$ cat src/rtl/idx_decoder_pkg.sv
// Shared constants and the reference decode for the buffered index-to-line decoder.
package idx_decoder_pkg;

  localparam int DEF_IDX_W = 3;
  localparam int DEF_DEPTH = 4;
  localparam int N_OUT     = 1 << DEF_IDX_W;
  localparam int LVL_W     = $clog2(DEF_DEPTH) + 1;

  // Active-low one-hot: only the line selected by idx is driven low.
  function automatic logic [N_OUT-1:0] onehot_n_of(input logic [DEF_IDX_W-1:0] idx);
    logic [N_OUT-1:0] v;
    v      = '1;
    v[idx] = 1'b0;
    return v;
  endfunction

endpackage

$ cat src/rtl/idx_onehot_decoder_if.sv
// Handshake bundle for the decoder: index input stream, line-vector output stream, occupancy.
interface idx_onehot_decoder_if
  import idx_decoder_pkg::*;
#(
  parameter int IDX_W = DEF_IDX_W,
  parameter int DEPTH = DEF_DEPTH
);
  localparam int OUT_W = 1 << IDX_W;
  localparam int CNT_W = $clog2(DEPTH) + 1;

  logic             in_valid;
  logic             in_ready;
  logic [IDX_W-1:0] in_idx;
  logic             out_valid;
  logic             out_ready;
  logic [OUT_W-1:0] onehot_n;
  logic [CNT_W-1:0] level;

  modport master (
    output in_valid, in_idx, out_ready,
    input  in_ready, out_valid, onehot_n, level
  );

  modport slave (
    input  in_valid, in_idx, out_ready,
    output in_ready, out_valid, onehot_n, level
  );

endinterface

$ cat src/rtl/idx_fifo.sv
// Index queue: circular storage with naturally wrapping pointers and an explicit level count.
module idx_fifo
  import idx_decoder_pkg::*;
#(
  parameter  int IDX_W = DEF_IDX_W,
  parameter  int DEPTH = DEF_DEPTH,
  localparam int PTR_W = $clog2(DEPTH),
  localparam int CNT_W = PTR_W + 1
) (
  input  logic             clk,
  input  logic             rst_n,
  input  logic             push_i,
  input  logic [IDX_W-1:0] push_idx_i,
  input  logic             pop_i,
  output logic [IDX_W-1:0] head_idx_o,
  output logic [CNT_W-1:0] level_o,
  output logic             full_o,
  output logic             empty_o
);

  // The caller gates push_i with !full_o and pop_i with !empty_o.
  logic [IDX_W-1:0] mem_q [DEPTH];
  logic [PTR_W-1:0] wr_ptr_q, rd_ptr_q;
  logic [CNT_W-1:0] level_q, level_d;

  always_comb begin
    // NOTE: default first so every path assigns level_d and no latch is inferred.
    level_d = level_q;
    if (push_i && !pop_i) begin
      level_d = level_q + CNT_W'(1);
    end else if (pop_i && !push_i) begin
      level_d = level_q - CNT_W'(1);
    end
  end

  always_ff @(posedge clk or negedge rst_n) begin
    if (!rst_n) begin
      wr_ptr_q <= '0;
      rd_ptr_q <= '0;
      level_q  <= '0;
    end else begin
      if (push_i) wr_ptr_q <= wr_ptr_q + PTR_W'(1);
      if (pop_i)  rd_ptr_q <= rd_ptr_q + PTR_W'(1);
      level_q <= level_d;
    end
  end

  // NOTE: storage is deliberately not reset; level gates every read, so stale words are never observed.
  always_ff @(posedge clk) begin
    if (push_i) mem_q[wr_ptr_q] <= push_idx_i;
  end

  assign head_idx_o = mem_q[rd_ptr_q];
  assign level_o    = level_q;
  assign full_o     = (level_q == CNT_W'(DEPTH));
  assign empty_o    = (level_q == '0);

endmodule

$ cat src/rtl/idx_onehot_decoder.sv
// Buffered index-to-line decoder: queues binary indices and presents each as a registered active-low one-hot vector.
module idx_onehot_decoder
  import idx_decoder_pkg::*;
#(
  parameter int IDX_W = DEF_IDX_W,
  parameter int DEPTH = DEF_DEPTH
) (
  input logic                 clk,
  input logic                 rst_n,
  idx_onehot_decoder_if.slave bus
);

  localparam int OUT_W = 1 << IDX_W;
  localparam int CNT_W = $clog2(DEPTH) + 1;

  logic             push, load;
  logic             fifo_full, fifo_empty;
  logic [IDX_W-1:0] head_idx;
  logic [CNT_W-1:0] fifo_level;

  logic             out_valid_q, out_valid_d;
  logic [OUT_W-1:0] onehot_n_q, onehot_n_d;

  // in_ready depends on registered occupancy only, so a full queue refuses a push even while popping.
  assign bus.in_ready = !fifo_full;
  assign push         = bus.in_valid && !fifo_full;
  assign load         = !fifo_empty && (!out_valid_q || bus.out_ready);

  idx_fifo #(
    .IDX_W (IDX_W),
    .DEPTH (DEPTH)
  ) u_fifo (
    .clk        (clk),
    .rst_n      (rst_n),
    .push_i     (push),
    .push_idx_i (bus.in_idx),
    .pop_i      (load),
    .head_idx_o (head_idx),
    .level_o    (fifo_level),
    .full_o     (fifo_full),
    .empty_o    (fifo_empty)
  );

  always_comb begin
    out_valid_d = out_valid_q;
    onehot_n_d  = onehot_n_q;
    if (load) begin
      out_valid_d = 1'b1;
      onehot_n_d  = ~(OUT_W'(1) << head_idx);
    end else if (out_valid_q && bus.out_ready) begin
      out_valid_d = 1'b0;
      onehot_n_d  = '1;
    end
  end

  always_ff @(posedge clk or negedge rst_n) begin
    if (!rst_n) begin
      out_valid_q <= 1'b0;
      onehot_n_q  <= '1;
    end else begin
      out_valid_q <= out_valid_d;
      onehot_n_q  <= onehot_n_d;
    end
  end

  assign bus.out_valid = out_valid_q;
  assign bus.onehot_n  = onehot_n_q;
  assign bus.level     = fifo_level;

endmodule

$ cat src/flat_wrapper.sv
// flat-port wrapper written by rule: the top's interface ports become plain ports
module idx_onehot_decoder_flat import idx_decoder_pkg::*;
#(
  parameter int IDX_W = DEF_IDX_W,
  parameter int DEPTH = DEF_DEPTH
)
  (clk, rst_n, bus_in_valid, bus_in_idx, bus_out_ready, bus_in_ready, bus_out_valid, bus_onehot_n, bus_level);
  idx_onehot_decoder_if #(.IDX_W(IDX_W), .DEPTH(DEPTH)) bus_i ();
  input logic clk;
  input logic rst_n;
  input wire logic [$bits(bus_i.in_valid)-1:0] bus_in_valid;
  input wire logic [$bits(bus_i.in_idx)-1:0] bus_in_idx;
  input wire logic [$bits(bus_i.out_ready)-1:0] bus_out_ready;
  output wire logic [$bits(bus_i.in_ready)-1:0] bus_in_ready;
  output wire logic [$bits(bus_i.out_valid)-1:0] bus_out_valid;
  output wire logic [$bits(bus_i.onehot_n)-1:0] bus_onehot_n;
  output wire logic [$bits(bus_i.level)-1:0] bus_level;
  assign bus_i.in_valid = bus_in_valid;
  assign bus_i.in_idx = bus_in_idx;
  assign bus_i.out_ready = bus_out_ready;
  assign bus_in_ready = bus_i.in_ready;
  assign bus_out_valid = bus_i.out_valid;
  assign bus_onehot_n = bus_i.onehot_n;
  assign bus_level = bus_i.level;
  idx_onehot_decoder #(.IDX_W(IDX_W), .DEPTH(DEPTH)) u_core (.clk(clk), .rst_n(rst_n), .bus(bus_i));
endmodule
$ cat config.mk
export PLATFORM = sky130hd
export DESIGN_NAME = idx_onehot_decoder_flat
export DESIGN_NICKNAME = d
export VERILOG_FILES = /design/src/rtl/idx_decoder_pkg.sv /design/src/rtl/idx_onehot_decoder_if.sv /design/src/rtl/idx_fifo.sv /design/src/rtl/idx_onehot_decoder.sv /design/src/flat_wrapper.sv
export SDC_FILE = /design/constraint.sdc
export NUM_CORES = 1
export LEC_CHECK = 0
export CAP_MARGIN = 20
export CORE_ASPECT_RATIO = 1.75
export CORE_UTILIZATION = 51
export DETAILED_ROUTE_END_ITERATION = 10
export PLACE_DENSITY = 0.85
export SLEW_MARGIN = 30
export SYNTH_ARGS = -nofsm -noshare
export SYNTH_HDL_FRONTEND = slang
export SYNTH_SLANG_ARGS = --single-unit
$ cat constraint.sdc
create_clock -name clk -period 2.6 [get_ports clk]
set_input_delay 0.52 -clock clk [delete_from_list [all_inputs] [get_ports clk]]
set_output_delay 0.52 -clock clk [all_outputs]
set_load 0.01 [all_outputs]
==> impl_metrics.py <==
metrics = {
    "grt": {
        "grt.total_usage": 0.2015,
        "antenna_found_initial": 0,
        "grt_start_max_net_pins": 17,
        "grt_pass1_wl_um": 3436,
        "grt_pass1_vias": 732,
        "grt-ovfl-total": 0,
    },
    "timing": {
        "rsz0062_at_grt": "false",
        "period_minus_slack_ns": 2.260,
        "setup_slack_ns": 0.3401,
        "setup_tns_ns": 0,
        "worst_slew_pin_slew_ns": 0.7179,
        "drv_slew": 0,
        "hold_viol_final": 0,
        "finalSetupViolCount": 0,
        "finalCritPeriodShare": 0.8692,
        "slew-limit-headroom": 0.5199,
        "clock_skew_ns": 0.002683,
        "fmax_mhz": 442.5,
    },
    "die": {
        "ioPinCount": 20,
        "start_util": 0.5333,
        "chipWidth_um": 38.86,
        "die_y_um": 66.50,
        "num_rows": 23,
        "die-area_sq_mm": 0.002584,
        "core_area_sq_mm": 0.002273,
    },
    "run_status": {
        "status": "finished clean",
    },
    "synth": {
        "seq_area_frac_synth": 0.6357,
        "yosysTopAreaCellShare": 0.2972,
        "ys_ff_latch": 28,
        "ys_types": 25,
        "ys.warnings.count": 0,
        "synthCells": 78,
        "synth.avg_cell_area_sq_um": 15.54,
        "synthArstFlopShare": 0.5714,
        "synth_fp_nets": 91,
        "synth_area_leader_cell": "edfxtp_1",
        "synth_edf_count": 12,
        "synth.area.top_cells": "edfxtp_1 30%, dfstp_2 17%, dfrtp_1 17%",
        "syn-cell-area_sq_mm": 0.001212,
        "ys_top_cells_by_count": "12 x edfxtp_1, 8 x dfrtp_1, 8 x dfstp_2",
        "synth_most_common_cell": "edfxtp_1",
        "ys.flop_type": "edfxtp_1",
    },
    "pwr": {
        "switching_power_mw": 0.5883,
        "power_frac_comb": 0.424,
        "ir_drop_uv": 780.7,
        "p_leak_nw": 0.5624,
        "swShare": 0.3271,
        "intPower_mw": 1.210,
        "fin_total_pwr_mw": 1.799,
        "seqPwrFrac": 0.446,
        "p_clk_frac": 0.130,
        "cellPowerDensity_mw_per_mm2": 1216,
    },
    "route": {
        "routedWlPerCell_um": 16.56,
        "routed_via_density": 5.556,
        "routed_wl_um": 2087,
        "firstDrtPassIters": 4,
        "drc": 0,
        "vias": 700,
        "ant_nets": 0,
        "drt_iter0_markers": 19,
    },
    "placed_design": {
        "dp_hpwl_um": 1638,
        "dpl_cell_area_sq_mm": 0.001434,
        "place_ws_ns": 0.1860,
        "gp_congestion": 0.6726,
        "place.port_buffers": 19,
    },
    "final_layout": {
        "final_core_util": 0.6505,
        "drive_above_1_share": 0.2079,
        "area.growth.synth_to_final_pct": 21.98,
        "fin_area_sq_mm": 0.001479,
        "insertedDiodeCount": 0,
        "nets": 115,
    },
    "clocking": {
        "worstSkewPairLatency_ns": 0.27,
        "cts.clk_slew.worst_paths_ns": 0.09,
        "clock_sinks": 28,
        "clockRootBuffer": "clkbuf_8",
        "cts_resized": 0,
        "post_cts.repair.setup_buffers": 0,
        "h-tree-depth": 1,
        "cts_tree": "yes",
        "clockBufferDepth": 2,
        "hold_buffers": 0,
        "cts_buffers": 3,
    },
    "job": {
        "maxCapViolCount": 0,
    },
    "critical_path": {
        "cp.arrival_ns": 2.46,
        "critPathLaunchType": "register",
        "cp_data_required_time_ns": 2.80,
        "critical_path_class": "register to register",
        "crit_path_max_fanout": 6,
        "crit_path_end_kind": "register",
    },
    "worst_hold_path": {
        "hp-class": "register to register",
    },
}
## layer usage
metal,vias to the layer above,global-route usage,share of wire,wire [um]
met2,16,0.3688,0.58,1208
met3,4,0.02000,0.020,41
met5,-,0,0,0
li1,332,-,-,-
met4,0,0.09052,0.016,34
met1,348,0.2183,0.38,803
## layout by cell type, fill, tap and decap left out, types with 2 or more instances in the layout
master	count
and2_1	4
buf_4	2
clkbuf_8	3
clkdlybuf4s50_1	19
dfrtp_1	8
dfstp_2	8
edfxtp_1	12
ha_1	5
inv_1	5
mux2_2	2
mux4_2	3
nand2_1	2
nand2b_1	3
nand3_1	3
nor2_1	2
o32a_1	4
o32a_2	2
xnor2_1	4
xor2_1	2
## path summary, 6_finish.rpt
path                                                      startpoint                                     to  slack [ns]  cells past startpoint
worst max register to register  u_core.u_fifo.level_o[0]$_DFFE_PN0P_   u_core.u_fifo.level_o[2]$_DFFE_PN0P_        0.34                      8
worst max-delay path            u_core.u_fifo.level_o[0]$_DFFE_PN0P_   u_core.u_fifo.level_o[2]$_DFFE_PN0P_        0.34                      8
max in group asynchronous                                      rst_n  u_core.u_fifo.rd_ptr_q[1]$_DFFE_PN0N_        1.48                      1
min in group asynchronous                                      rst_n       u_core.bus.out_valid$_DFFE_PN0P_        0.68                      1
worst min register to register    u_core.bus.onehot_n[0]$_DFFE_PN1P_     u_core.bus.onehot_n[0]$_DFFE_PN1P_        0.52                      1
worst min-delay path              u_core.bus.onehot_n[0]$_DFFE_PN1P_     u_core.bus.onehot_n[0]$_DFFE_PN1P_        0.52                      1
## flip-flops by register name, indices dropped and copies added (netlist names)
signal	cells
u_core.u_fifo.level_o	3
u_core.u_fifo.mem_q	12
u_core.u_fifo.rd_ptr_q	2
u_core.bus.out_valid	1
u_core.bus.onehot_n	8
u_core.u_fifo.wr_ptr_q	2
## kinds of logic after synthesis
family | count (synthesis) | share of synthesized area
fa+ha+maj | 6 | 0.06811
buf+inv | 7 | 0.02786
simple gates | 16 | 0.07121
flops | 28 | 0.6357
compound gates | 10 | 0.07947
mux | 5 | 0.07430
xor+xnor | 6 | 0.04334
## worst max-delay path, stage by stage (launching register included)
cell     delay, ns
dfrtp_1       0.45
or3_1         0.47
nand2_1       0.21
ha_1          0.22
inv_1         0.06
fa_1          0.37
xor2_1        0.15
nor2_1        0.11
xor2_1        0.14
## per-stage QoR
step | instances | hold WS (ns)
floorplan | 78 | 0.2244
global placement | 122 | 0.4990
detailed placement | 122 | 0.5106
CTS | 126 | 0.5235
global route | 126 | 0.5347
finish | 126 | 0.5205
## layout make-up
type / count / area, sq um
inverter: 5 / 18.77
tap: 25 / 31.28
fill: 186 / 794.5
multi-input combinational: 43 / 407.9
sequential: 28 / 770.7
timing repair buffer: 21 / 205.2
clock buffer: 4 / 45.04
## power groups by stage
stage          sequential, mW  clock [mW]  combinational [mW]
2_1_floorplan           0.822           0               0.447
3_3_place_gp            0.799           0               0.731
3_5_place_dp            0.815           0               0.774
4_1_cts                 0.805       0.238               0.774
5_1_grt                 0.829       0.258               0.840
6_report                0.802       0.234               0.763
Power figures use the tool's default switching activity.
